===== config.mk =====
export PLATFORM = sky130hd
export DESIGN_NAME = bf16_acc_flat
export DESIGN_NICKNAME = d
export VERILOG_FILES = /design/src/rtl/bf16_acc_if.sv /design/src/rtl/bf16_acc.sv /design/src/flat_wrapper.sv
export SDC_FILE = /design/constraint.sdc
export NUM_CORES = 1
export LEC_CHECK = 0
export CAP_MARGIN = 20
export CORE_MARGIN = 4
export CORE_UTILIZATION = 30
export CTS_CLUSTER_SIZE = 28
export DETAILED_ROUTE_END_ITERATION = 16
export PLACE_DENSITY = 0.47
export SLEW_MARGIN = 25
export SYNTH_ARGS = -nofsm -noshare
export SYNTH_HDL_FRONTEND = slang
export SYNTH_SLANG_ARGS = --single-unit

===== constraint.sdc =====
create_clock -name i_clk -period 4.2 [get_ports i_clk]
set_input_delay 0.63 -clock i_clk [delete_from_list [all_inputs] [get_ports i_clk]]
set_output_delay 0.63 -clock i_clk [all_outputs]
set_load 0.1 [all_outputs]

===== src/rtl/bf16_acc_if.sv =====
// Term channel from the bf16 multiplier into the accumulator, and result channel out of it.
interface bf16_acc_if #(
    parameter int unsigned DATA_WIDTH = 16,
    parameter int unsigned FLAG_WIDTH = 4,
    parameter int unsigned CNT_WIDTH  = 8
);
    logic                  i_valid;
    logic                  o_ready;
    logic [DATA_WIDTH-1:0] i_data;
    logic [FLAG_WIDTH-1:0] i_flag;
    logic                  i_last;
    logic                  o_valid;
    logic                  i_ready;
    logic [DATA_WIDTH-1:0] o_data;
    logic [FLAG_WIDTH-1:0] o_flag;
    logic [CNT_WIDTH-1:0]  o_count;

    // Producer of terms / consumer of results
    modport master (
        output i_valid, i_data, i_flag, i_last, i_ready,
        input  o_ready, o_valid, o_data, o_flag, o_count
    );

    // The accumulator itself
    modport slave (
        input  i_valid, i_data, i_flag, i_last, i_ready,
        output o_ready, o_valid, o_data, o_flag, o_count
    );
endinterface


===== src/rtl/bf16_acc.sv =====
// Sequential bf16 dot-product accumulator: one product term per 4 cycles,
// truncating arithmetic, subnormals flushed to zero, one-hot class flags.
module bf16_acc #(
    parameter int unsigned EXP_WIDTH  = 8,
    parameter int unsigned SIG_WIDTH  = 7,
    parameter int unsigned FLAG_WIDTH = 4,
    parameter int unsigned GUARD_BITS = 3,
    parameter int unsigned CNT_WIDTH  = 8
) (
    input  logic      i_clk,
    input  logic      i_rst_n,
    bf16_acc_if.slave bus
);
    localparam int unsigned WORD_W  = 1 + EXP_WIDTH + SIG_WIDTH;
    localparam int unsigned MAG_W   = SIG_WIDTH + 1 + GUARD_BITS;
    localparam int unsigned SUM_W   = MAG_W + 1;
    localparam int unsigned EXP_S_W = EXP_WIDTH + 2;
    localparam int unsigned LZ_W    = $clog2(MAG_W + 1);
    localparam int unsigned BIAS    = (1 << (EXP_WIDTH - 1)) - 1;

    localparam logic [FLAG_WIDTH-1:0] F_NAN  = FLAG_WIDTH'(4'b1000);
    localparam logic [FLAG_WIDTH-1:0] F_ZERO = FLAG_WIDTH'(4'b0100);
    localparam logic [FLAG_WIDTH-1:0] F_INF  = FLAG_WIDTH'(4'b0010);
    localparam logic [FLAG_WIDTH-1:0] F_NORM = FLAG_WIDTH'(4'b0001);

    localparam logic [WORD_W-1:0] QNAN =
        {1'b0, {EXP_WIDTH{1'b1}}, 1'b1, {(SIG_WIDTH-1){1'b0}}};
    localparam logic signed [EXP_S_W-1:0] EXP_MAX   = EXP_S_W'(BIAS);
    localparam logic signed [EXP_S_W-1:0] EXP_MIN   = EXP_S_W'(1) - EXP_S_W'(BIAS);
    localparam logic [EXP_WIDTH-1:0]      SHIFT_OUT = EXP_WIDTH'(MAG_W);

    typedef enum logic [2:0] {S_IDLE, S_ALIGN, S_ADD, S_NORM, S_OUT} state_t;

    state_t                     state_q, state_d;
    logic                       ready_q, ready_d;
    logic [WORD_W-1:0]          acc_data_q, acc_data_d;
    logic [FLAG_WIDTH-1:0]      acc_flag_q, acc_flag_d;
    logic [CNT_WIDTH-1:0]       cnt_q, cnt_d;
    logic [WORD_W-1:0]          term_data_q, term_data_d;
    logic [FLAG_WIDTH-1:0]      term_flag_q, term_flag_d;
    logic                       term_last_q, term_last_d;
    logic [MAG_W-1:0]           op_big_q, op_big_d, op_small_q, op_small_d;
    logic                       sg_big_q, sg_big_d, sg_small_q, sg_small_d;
    logic signed [EXP_S_W-1:0]  exp_q, exp_d;
    logic [SUM_W-1:0]           sum_q, sum_d;
    logic                       sum_sign_q, sum_sign_d;
    logic                       out_valid_q, out_valid_d;
    logic [WORD_W-1:0]          out_data_q, out_data_d;
    logic [FLAG_WIDTH-1:0]      out_flag_q, out_flag_d;
    logic [CNT_WIDTH-1:0]       out_cnt_q, out_cnt_d;

    logic [EXP_WIDTH-1:0]       acc_exp, term_exp, exp_diff;
    logic [MAG_W-1:0]           acc_mag, term_mag, small_raw;
    logic                       acc_big;
    logic [MAG_W-1:0]           al_big, al_small;
    logic                       al_big_sign, al_small_sign;
    logic signed [EXP_S_W-1:0]  al_exp;
    logic [SUM_W-1:0]           ad_sum;
    logic                       ad_sign;
    logic [LZ_W-1:0]            lz;
    logic                       lz_found;
    logic [MAG_W-1:0]           nm_mag;
    logic signed [EXP_S_W-1:0]  nm_exp;
    logic [SIG_WIDTH-1:0]       nm_frac;
    logic [WORD_W-1:0]          ar_data, sp_data, nx_data;
    logic [FLAG_WIDTH-1:0]      ar_flag, sp_flag, nx_flag;
    logic                       sp_bypass;

    // Align: pick the larger-exponent operand (accumulator wins ties), shift the other right
    always_comb begin
        acc_exp   = acc_data_q[WORD_W-2 -: EXP_WIDTH];
        term_exp  = term_data_q[WORD_W-2 -: EXP_WIDTH];
        acc_mag   = (acc_flag_q == F_ZERO) ? '0
                  : {1'b1, acc_data_q[SIG_WIDTH-1:0], {GUARD_BITS{1'b0}}};
        term_mag  = {1'b1, term_data_q[SIG_WIDTH-1:0], {GUARD_BITS{1'b0}}};
        acc_big   = (acc_exp >= term_exp);
        exp_diff  = acc_big ? (acc_exp - term_exp) : (term_exp - acc_exp);
        al_big    = acc_big ? acc_mag : term_mag;
        small_raw = acc_big ? term_mag : acc_mag;
        al_small  = (exp_diff >= SHIFT_OUT) ? '0 : (small_raw >> exp_diff);
        al_big_sign   = acc_big ? acc_data_q[WORD_W-1] : term_data_q[WORD_W-1];
        al_small_sign = acc_big ? term_data_q[WORD_W-1] : acc_data_q[WORD_W-1];
        al_exp    = $signed(EXP_S_W'(acc_big ? acc_exp : term_exp)) - EXP_MAX;
    end

    // Add/subtract magnitudes; a difference takes the sign of the larger magnitude
    always_comb begin
        ad_sum  = '0;
        ad_sign = sg_big_q;
        if (sg_big_q == sg_small_q) begin
            ad_sum = SUM_W'(op_big_q) + SUM_W'(op_small_q);
        end else if (op_big_q >= op_small_q) begin
            ad_sum = SUM_W'(op_big_q - op_small_q);
        end else begin
            ad_sum  = SUM_W'(op_small_q - op_big_q);
            ad_sign = sg_small_q;
        end
    end

    // Normalize (carry right-shift or leading-one left-shift), truncate, classify
    always_comb begin
        lz       = '0;
        lz_found = 1'b0;
        for (int i = MAG_W - 1; i >= 0; i--) begin
            if (!lz_found && sum_q[i]) begin
                lz       = LZ_W'(MAG_W - 1 - i);
                lz_found = 1'b1;
            end
        end
        if (sum_q[SUM_W-1]) begin
            nm_mag = sum_q[SUM_W-1:1];
            nm_exp = exp_q + EXP_S_W'(1);
        end else begin
            nm_mag = sum_q[MAG_W-1:0] << lz;
            nm_exp = exp_q - EXP_S_W'(lz);
        end
        nm_frac = SIG_WIDTH'(nm_mag >> GUARD_BITS);
        if (sum_q == '0) begin
            ar_data = '0;
            ar_flag = F_ZERO;
        end else if (nm_exp < EXP_MIN) begin
            ar_data = {sum_sign_q, {(WORD_W-1){1'b0}}};
            ar_flag = F_ZERO;
        end else if (nm_exp > EXP_MAX) begin
            ar_data = {sum_sign_q, {EXP_WIDTH{1'b1}}, {SIG_WIDTH{1'b0}}};
            ar_flag = F_INF;
        end else begin
            ar_data = {sum_sign_q, EXP_WIDTH'(nm_exp + EXP_MAX), nm_frac};
            ar_flag = F_NORM;
        end
    end

    // Special operands bypass the arithmetic; NAN is sticky, opposite infinities give NAN
    always_comb begin
        sp_bypass = (term_flag_q != F_NORM) || (acc_flag_q == F_NAN) || (acc_flag_q == F_INF);
        sp_data   = acc_data_q;
        sp_flag   = acc_flag_q;
        if ((acc_flag_q == F_NAN) || (term_flag_q == F_NAN)) begin
            sp_data = QNAN;
            sp_flag = F_NAN;
        end else if (term_flag_q == F_INF) begin
            if ((acc_flag_q == F_INF) && (acc_data_q[WORD_W-1] != term_data_q[WORD_W-1])) begin
                sp_data = QNAN;
                sp_flag = F_NAN;
            end else begin
                sp_data = {term_data_q[WORD_W-1], {EXP_WIDTH{1'b1}}, {SIG_WIDTH{1'b0}}};
                sp_flag = F_INF;
            end
        end
        nx_data = sp_bypass ? sp_data : ar_data;
        nx_flag = sp_bypass ? sp_flag : ar_flag;
    end

    // Next-state and next-register values
    always_comb begin
        state_d     = state_q;
        acc_data_d  = acc_data_q;
        acc_flag_d  = acc_flag_q;
        cnt_d       = cnt_q;
        term_data_d = term_data_q;
        term_flag_d = term_flag_q;
        term_last_d = term_last_q;
        op_big_d    = op_big_q;
        op_small_d  = op_small_q;
        sg_big_d    = sg_big_q;
        sg_small_d  = sg_small_q;
        exp_d       = exp_q;
        sum_d       = sum_q;
        sum_sign_d  = sum_sign_q;
        out_valid_d = out_valid_q;
        out_data_d  = out_data_q;
        out_flag_d  = out_flag_q;
        out_cnt_d   = out_cnt_q;
        case (state_q)
            S_IDLE: begin
                if (bus.i_valid && ready_q) begin
                    term_data_d = bus.i_data;
                    term_flag_d = bus.i_flag;
                    term_last_d = bus.i_last;
                    cnt_d       = (cnt_q == {CNT_WIDTH{1'b1}}) ? cnt_q : cnt_q + CNT_WIDTH'(1);
                    state_d     = S_ALIGN;
                end
            end
            S_ALIGN: begin
                op_big_d   = al_big;
                op_small_d = al_small;
                sg_big_d   = al_big_sign;
                sg_small_d = al_small_sign;
                exp_d      = al_exp;
                state_d    = S_ADD;
            end
            S_ADD: begin
                sum_d      = ad_sum;
                sum_sign_d = ad_sign;
                state_d    = S_NORM;
            end
            S_NORM: begin
                acc_data_d = nx_data;
                acc_flag_d = nx_flag;
                if (term_last_q) begin
                    out_valid_d = 1'b1;
                    out_data_d  = nx_data;
                    out_flag_d  = nx_flag;
                    out_cnt_d   = cnt_q;
                    state_d     = S_OUT;
                end else begin
                    state_d = S_IDLE;
                end
            end
            S_OUT: begin
                if (bus.i_ready) begin
                    acc_data_d  = '0;
                    acc_flag_d  = F_ZERO;
                    cnt_d       = '0;
                    out_valid_d = 1'b0;
                    state_d     = S_IDLE;
                end
            end
            default: state_d = S_IDLE;
        endcase
        ready_d = (state_d == S_IDLE);
    end

    // State and datapath registers
    always_ff @(posedge i_clk or negedge i_rst_n) begin
        if (!i_rst_n) begin
            state_q     <= S_IDLE;
            ready_q     <= 1'b1;
            acc_data_q  <= '0;
            acc_flag_q  <= F_ZERO;
            cnt_q       <= '0;
            term_data_q <= '0;
            term_flag_q <= F_ZERO;
            term_last_q <= 1'b0;
            op_big_q    <= '0;
            op_small_q  <= '0;
            sg_big_q    <= 1'b0;
            sg_small_q  <= 1'b0;
            exp_q       <= '0;
            sum_q       <= '0;
            sum_sign_q  <= 1'b0;
            out_valid_q <= 1'b0;
            out_data_q  <= '0;
            out_flag_q  <= F_ZERO;
            out_cnt_q   <= '0;
        end else begin
            state_q     <= state_d;
            ready_q     <= ready_d;
            acc_data_q  <= acc_data_d;
            acc_flag_q  <= acc_flag_d;
            cnt_q       <= cnt_d;
            term_data_q <= term_data_d;
            term_flag_q <= term_flag_d;
            term_last_q <= term_last_d;
            op_big_q    <= op_big_d;
            op_small_q  <= op_small_d;
            sg_big_q    <= sg_big_d;
            sg_small_q  <= sg_small_d;
            exp_q       <= exp_d;
            sum_q       <= sum_d;
            sum_sign_q  <= sum_sign_d;
            out_valid_q <= out_valid_d;
            out_data_q  <= out_data_d;
            out_flag_q  <= out_flag_d;
            out_cnt_q   <= out_cnt_d;
        end
    end

    assign bus.o_ready = ready_q;
    assign bus.o_valid = out_valid_q;
    assign bus.o_data  = out_data_q;
    assign bus.o_flag  = out_flag_q;
    assign bus.o_count = out_cnt_q;
endmodule


===== src/flat_wrapper.sv =====
// flat-port wrapper written by rule: the top's interface ports become plain ports
module bf16_acc_flat 
#(
    parameter int unsigned EXP_WIDTH  = 8,
    parameter int unsigned SIG_WIDTH  = 7,
    parameter int unsigned FLAG_WIDTH = 4,
    parameter int unsigned GUARD_BITS = 3,
    parameter int unsigned CNT_WIDTH  = 8
)
  (i_clk, i_rst_n, bus_i_valid, bus_i_data, bus_i_flag, bus_i_last, bus_i_ready, bus_o_ready, bus_o_valid, bus_o_data, bus_o_flag, bus_o_count);
  bf16_acc_if #(.FLAG_WIDTH(FLAG_WIDTH), .CNT_WIDTH(CNT_WIDTH)) bus_i ();
  input  logic i_clk;
  input  logic i_rst_n;
  input wire logic [$bits(bus_i.i_valid)-1:0] bus_i_valid;
  input wire logic [$bits(bus_i.i_data)-1:0] bus_i_data;
  input wire logic [$bits(bus_i.i_flag)-1:0] bus_i_flag;
  input wire logic [$bits(bus_i.i_last)-1:0] bus_i_last;
  input wire logic [$bits(bus_i.i_ready)-1:0] bus_i_ready;
  output wire logic [$bits(bus_i.o_ready)-1:0] bus_o_ready;
  output wire logic [$bits(bus_i.o_valid)-1:0] bus_o_valid;
  output wire logic [$bits(bus_i.o_data)-1:0] bus_o_data;
  output wire logic [$bits(bus_i.o_flag)-1:0] bus_o_flag;
  output wire logic [$bits(bus_i.o_count)-1:0] bus_o_count;
  assign bus_i.i_valid = bus_i_valid;
  assign bus_i.i_data = bus_i_data;
  assign bus_i.i_flag = bus_i_flag;
  assign bus_i.i_last = bus_i_last;
  assign bus_i.i_ready = bus_i_ready;
  assign bus_o_ready = bus_i.o_ready;
  assign bus_o_valid = bus_i.o_valid;
  assign bus_o_data = bus_i.o_data;
  assign bus_o_flag = bus_i.o_flag;
  assign bus_o_count = bus_i.o_count;
  bf16_acc #(.EXP_WIDTH(EXP_WIDTH), .SIG_WIDTH(SIG_WIDTH), .FLAG_WIDTH(FLAG_WIDTH), .GUARD_BITS(GUARD_BITS), .CNT_WIDTH(CNT_WIDTH)) u_core (.i_clk(i_clk), .i_rst_n(i_rst_n), .bus(bus_i));
endmodule

==> impl_metrics.toml <==
[timing]
finClkSkew_ns = 0.0157
max_freq_mhz = 256
holdWs_ns = 0.205
setup_viol = 0
worstMarginPinSlew_ns = 1.01
post-route-period-util_pct = 93.1
finalMaxSlewViolations = 0
worst_slack_ns = 0.288
min_period_ns = 3.91
final-hold-violation-count = 0
max_slew_margin_pct = 32.9

[synth]
netlist_instances = 1090
synth_area_sq_um = 9280
syn_avg_cell_area_sq_um = 8.51
ys_seq_elements = 126
ys_seq_area_share_pct = 34.0
synth_area_leaders = "dfrtp_1, ha_1, nand2_1"
syn_nets = 1168
synth_common_cells = "nand2_1, dfrtp_1, o21ai_0, nor2_1, a21oi_1"
synthDistinctLibCells = 94
yosysTopAreaCell = "dfrtp_1"
async_reset_ff_share_pct = 100
synth_edf_count = 0
yosysWarnings = 0
yosysMostFrequentCell = "nand2_1"
ys.flop_type = "dfrtp_1"
synth.top_cell.area_share_pct = 32.9

[worst_setup_path]
rr_endpoint = "u_core.acc_data_q[14]$_DFFE_PN0P_"
critPathRequiredTime_ns = 4.51
cp_cell_sequence = "or4_4 > buf_4 > nor4_4 > nand2_1 > nand2_1 > ha_1 > inv_1 > fa_1 > a21o_1 > a21oi_1 > a21oi_1 > xor2_1 > a41oi_1 > a2111oi_4 > nor2_1 > o311a_1"
r2r.worst_path.cells = 16
cp-end-kind = "flip-flop"
crit_arrival_ns = 4.22
path_class = "flip-flop to flip-flop"
cp_slowest_cell = "or4_4"
r2r-start = "u_core.sum_q[9]$_DFFE_PN0N_"
cp_max_fo = 4
reg2reg_setup_slack_ns = 0.29
cpPeakStageDelay_ns = 0.57
critPathLaunchType = "flip-flop"

[placement]
dpl_worst_slack_ns = 0.134
gp_congestion = 0.864
port_buffers = 54
place_hpwl_microns = 21900

[finish]
fill_cells = 3209
ff_latch_area_sq_um = 3160
nNetsFinal = 1228
syn2layout_area_growth_pct = 18.6
drive_above_1_share_pct = 12.6
multiInputGateArea_sq_um = 5660

[cts]
ctsHoldBuffers = 0
root_buffer = "clkbuf_16"
clock_sinks = 126
clock_tree.buffer_depth = 2
cts_tree = "done"
cts_made_buffers = 17
htreeDepth = 4
clk_latency_ns = 0.43
clk_pin_slew_ns = 0.06

[floorplan]
start_util_pct = 30.3
die_x_microns = 184
coreArea_sq_um = 30600
ios = 55
die_h_microns = 184
rows = 64
die_area_sq_um = 33800

[global_route]
grt_pass1_wl_microns = 47300
grt_usage_pct = 17.7
grt-ovfl-total = 0
grt_pass1_vias = 8054
grt_start_max_net_pins = 72
antenna_found_initial = 0

[worst_hold_path]
hold_path.class = "input pin to async pin"

[status]
outcome = "finished, final reports clean"

[route]
routed_via_density = 5.27
drc = 0
dr.pass1.iters = 5
final_antenna_net_count = 0
initialDrtViolationCount = 664
wl_per_cell_microns = 18.8
finalWirelength_microns = 29400
num_vias = 8217

[job]
drv_cap = 0
[worst max-delay path: cells and delay by family (launching register included)]
family | cells | cell delay (ns)
flip-flops | 1 | 0.37
AND/OR/NAND/NOR | 5 | 1.05
AO/OA/AOI/OAI | 6 | 1.27
XOR/XNOR | 1 | 0.29
buffers and inverters | 2 | 0.23
adder cells (fa/ha/maj) | 2 | 0.58
[cells by family after synthesis]
family | share of synthesized area [%]
flip-flops | 34.0
AND/OR/NAND/NOR | 20.1
buffers and inverters | 5.15
multiplexers | 6.59
AO/OA/AOI/OAI | 22.6
XOR/XNOR | 3.95
adder cells (fa/ha/maj) | 7.55
[routing by layer]
layer	wire, microns	up-vias	GRT usage (%)
met5	0	-	0
met4	575	0	4.58
met3	994	30	2.51
met2	13200	201	27.3
met1	14600	3949	26.0
li1	-	4037	-
[cell type report]
| type | instances | area share [%] |
|---|---|---|
| multi-input combinational | 851 | 51.4 |
| sequential | 126 | 28.7 |
| timing repair buffer | 99 | 8.25 |
| tap | 396 | 4.50 |
| clock buffer | 17 | 3.86 |
| inverter | 55 | 1.88 |
| clock inverter | 15 | 1.35 |
| antenna | 1 | 0.0227 |
[placed cells by master, fill, tap and decap left out, types with 11 or more instances in the layout]
master	instances
mux2_2	22
o31ai_1	11
o21a_1	12
nor3_1	19
clkdlybuf4s50_1	53
nand4_1	12
dfrtp_1	122
clkbuf_16	17
ha_1	48
xor2_1	19
xnor2_1	21
inv_1	55
buf_4	42
o21ai_0	84
a31oi_1	25
a21o_1	17
nor2_1	68
nand3_1	51
mux2i_1	35
nand2_1	154
a21oi_1	63
[state kept, by name, summed over array words and instances (netlist names), 3 cells and up]
signal	flops
u_core.exp_q	10
u_core.term_data_q	16
u_core.op_big_q	8
u_core.cnt_q	8
u_core.acc_flag_q	4
u_core.bus.o_count	8
u_core.op_small_q	11
u_core.bus.o_flag	4
u_core.sum_q	12
u_core.bus.o_data	16
u_core.state_q	3
u_core.acc_data_q	16
u_core.term_flag_q	4
[through the flow]
| stage | utilization, % | cell area [sq um] | std cells | TNS, ns |
|---|---|---|---|---|
| floorplan | - | 9280 | 1090 | 0 |
| global placement | 34.0 | 10400 | 1525 | 0 |
| detailed placement | 34.0 | 10400 | 1525 | 0 |
| CTS | 35.8 | 11000 | 1557 | 0 |
| global route | 36.0 | 11000 | 1559 | -0.0337 |
| finish | 36.0 | 11000 | 1560 | 0 |
[worst max path at each step]
stage,slack [ns],endpoint,cells after the start,from
finish,0.29,u_core.acc_data_q[14]$_DFFE_PN0P_,16,u_core.sum_q[9]$_DFFE_PN0N_
global route,-0.03,u_core.acc_data_q[3]$_DFFE_PN0P_,18,u_core.sum_q[9]$_DFFE_PN0N_
CTS,0.14,u_core.acc_flag_q[2]$_DFFE_PN1P_,12,u_core.sum_q[9]$_DFFE_PN0N_
detailed placement,0.13,u_core.acc_flag_q[2]$_DFFE_PN1P_,12,u_core.sum_q[9]$_DFFE_PN0N_
global placement,0.24,u_core.acc_flag_q[2]$_DFFE_PN1P_,16,u_core.sum_q[9]$_DFFE_PN0N_
floorplan,0.25,u_core.acc_data_q[14]$_DFFE_PN0P_,16,u_core.sum_q[9]$_DFFE_PN0N_
[timing repair]
action	CTS	global route
buffers inserted	0	1
endpoints found under the setup margin	0	27
gates resized for setup	0	2
Power is not shown: default switching activity piles up to over one toggle a cycle in this logic, so the estimate is an artifact.
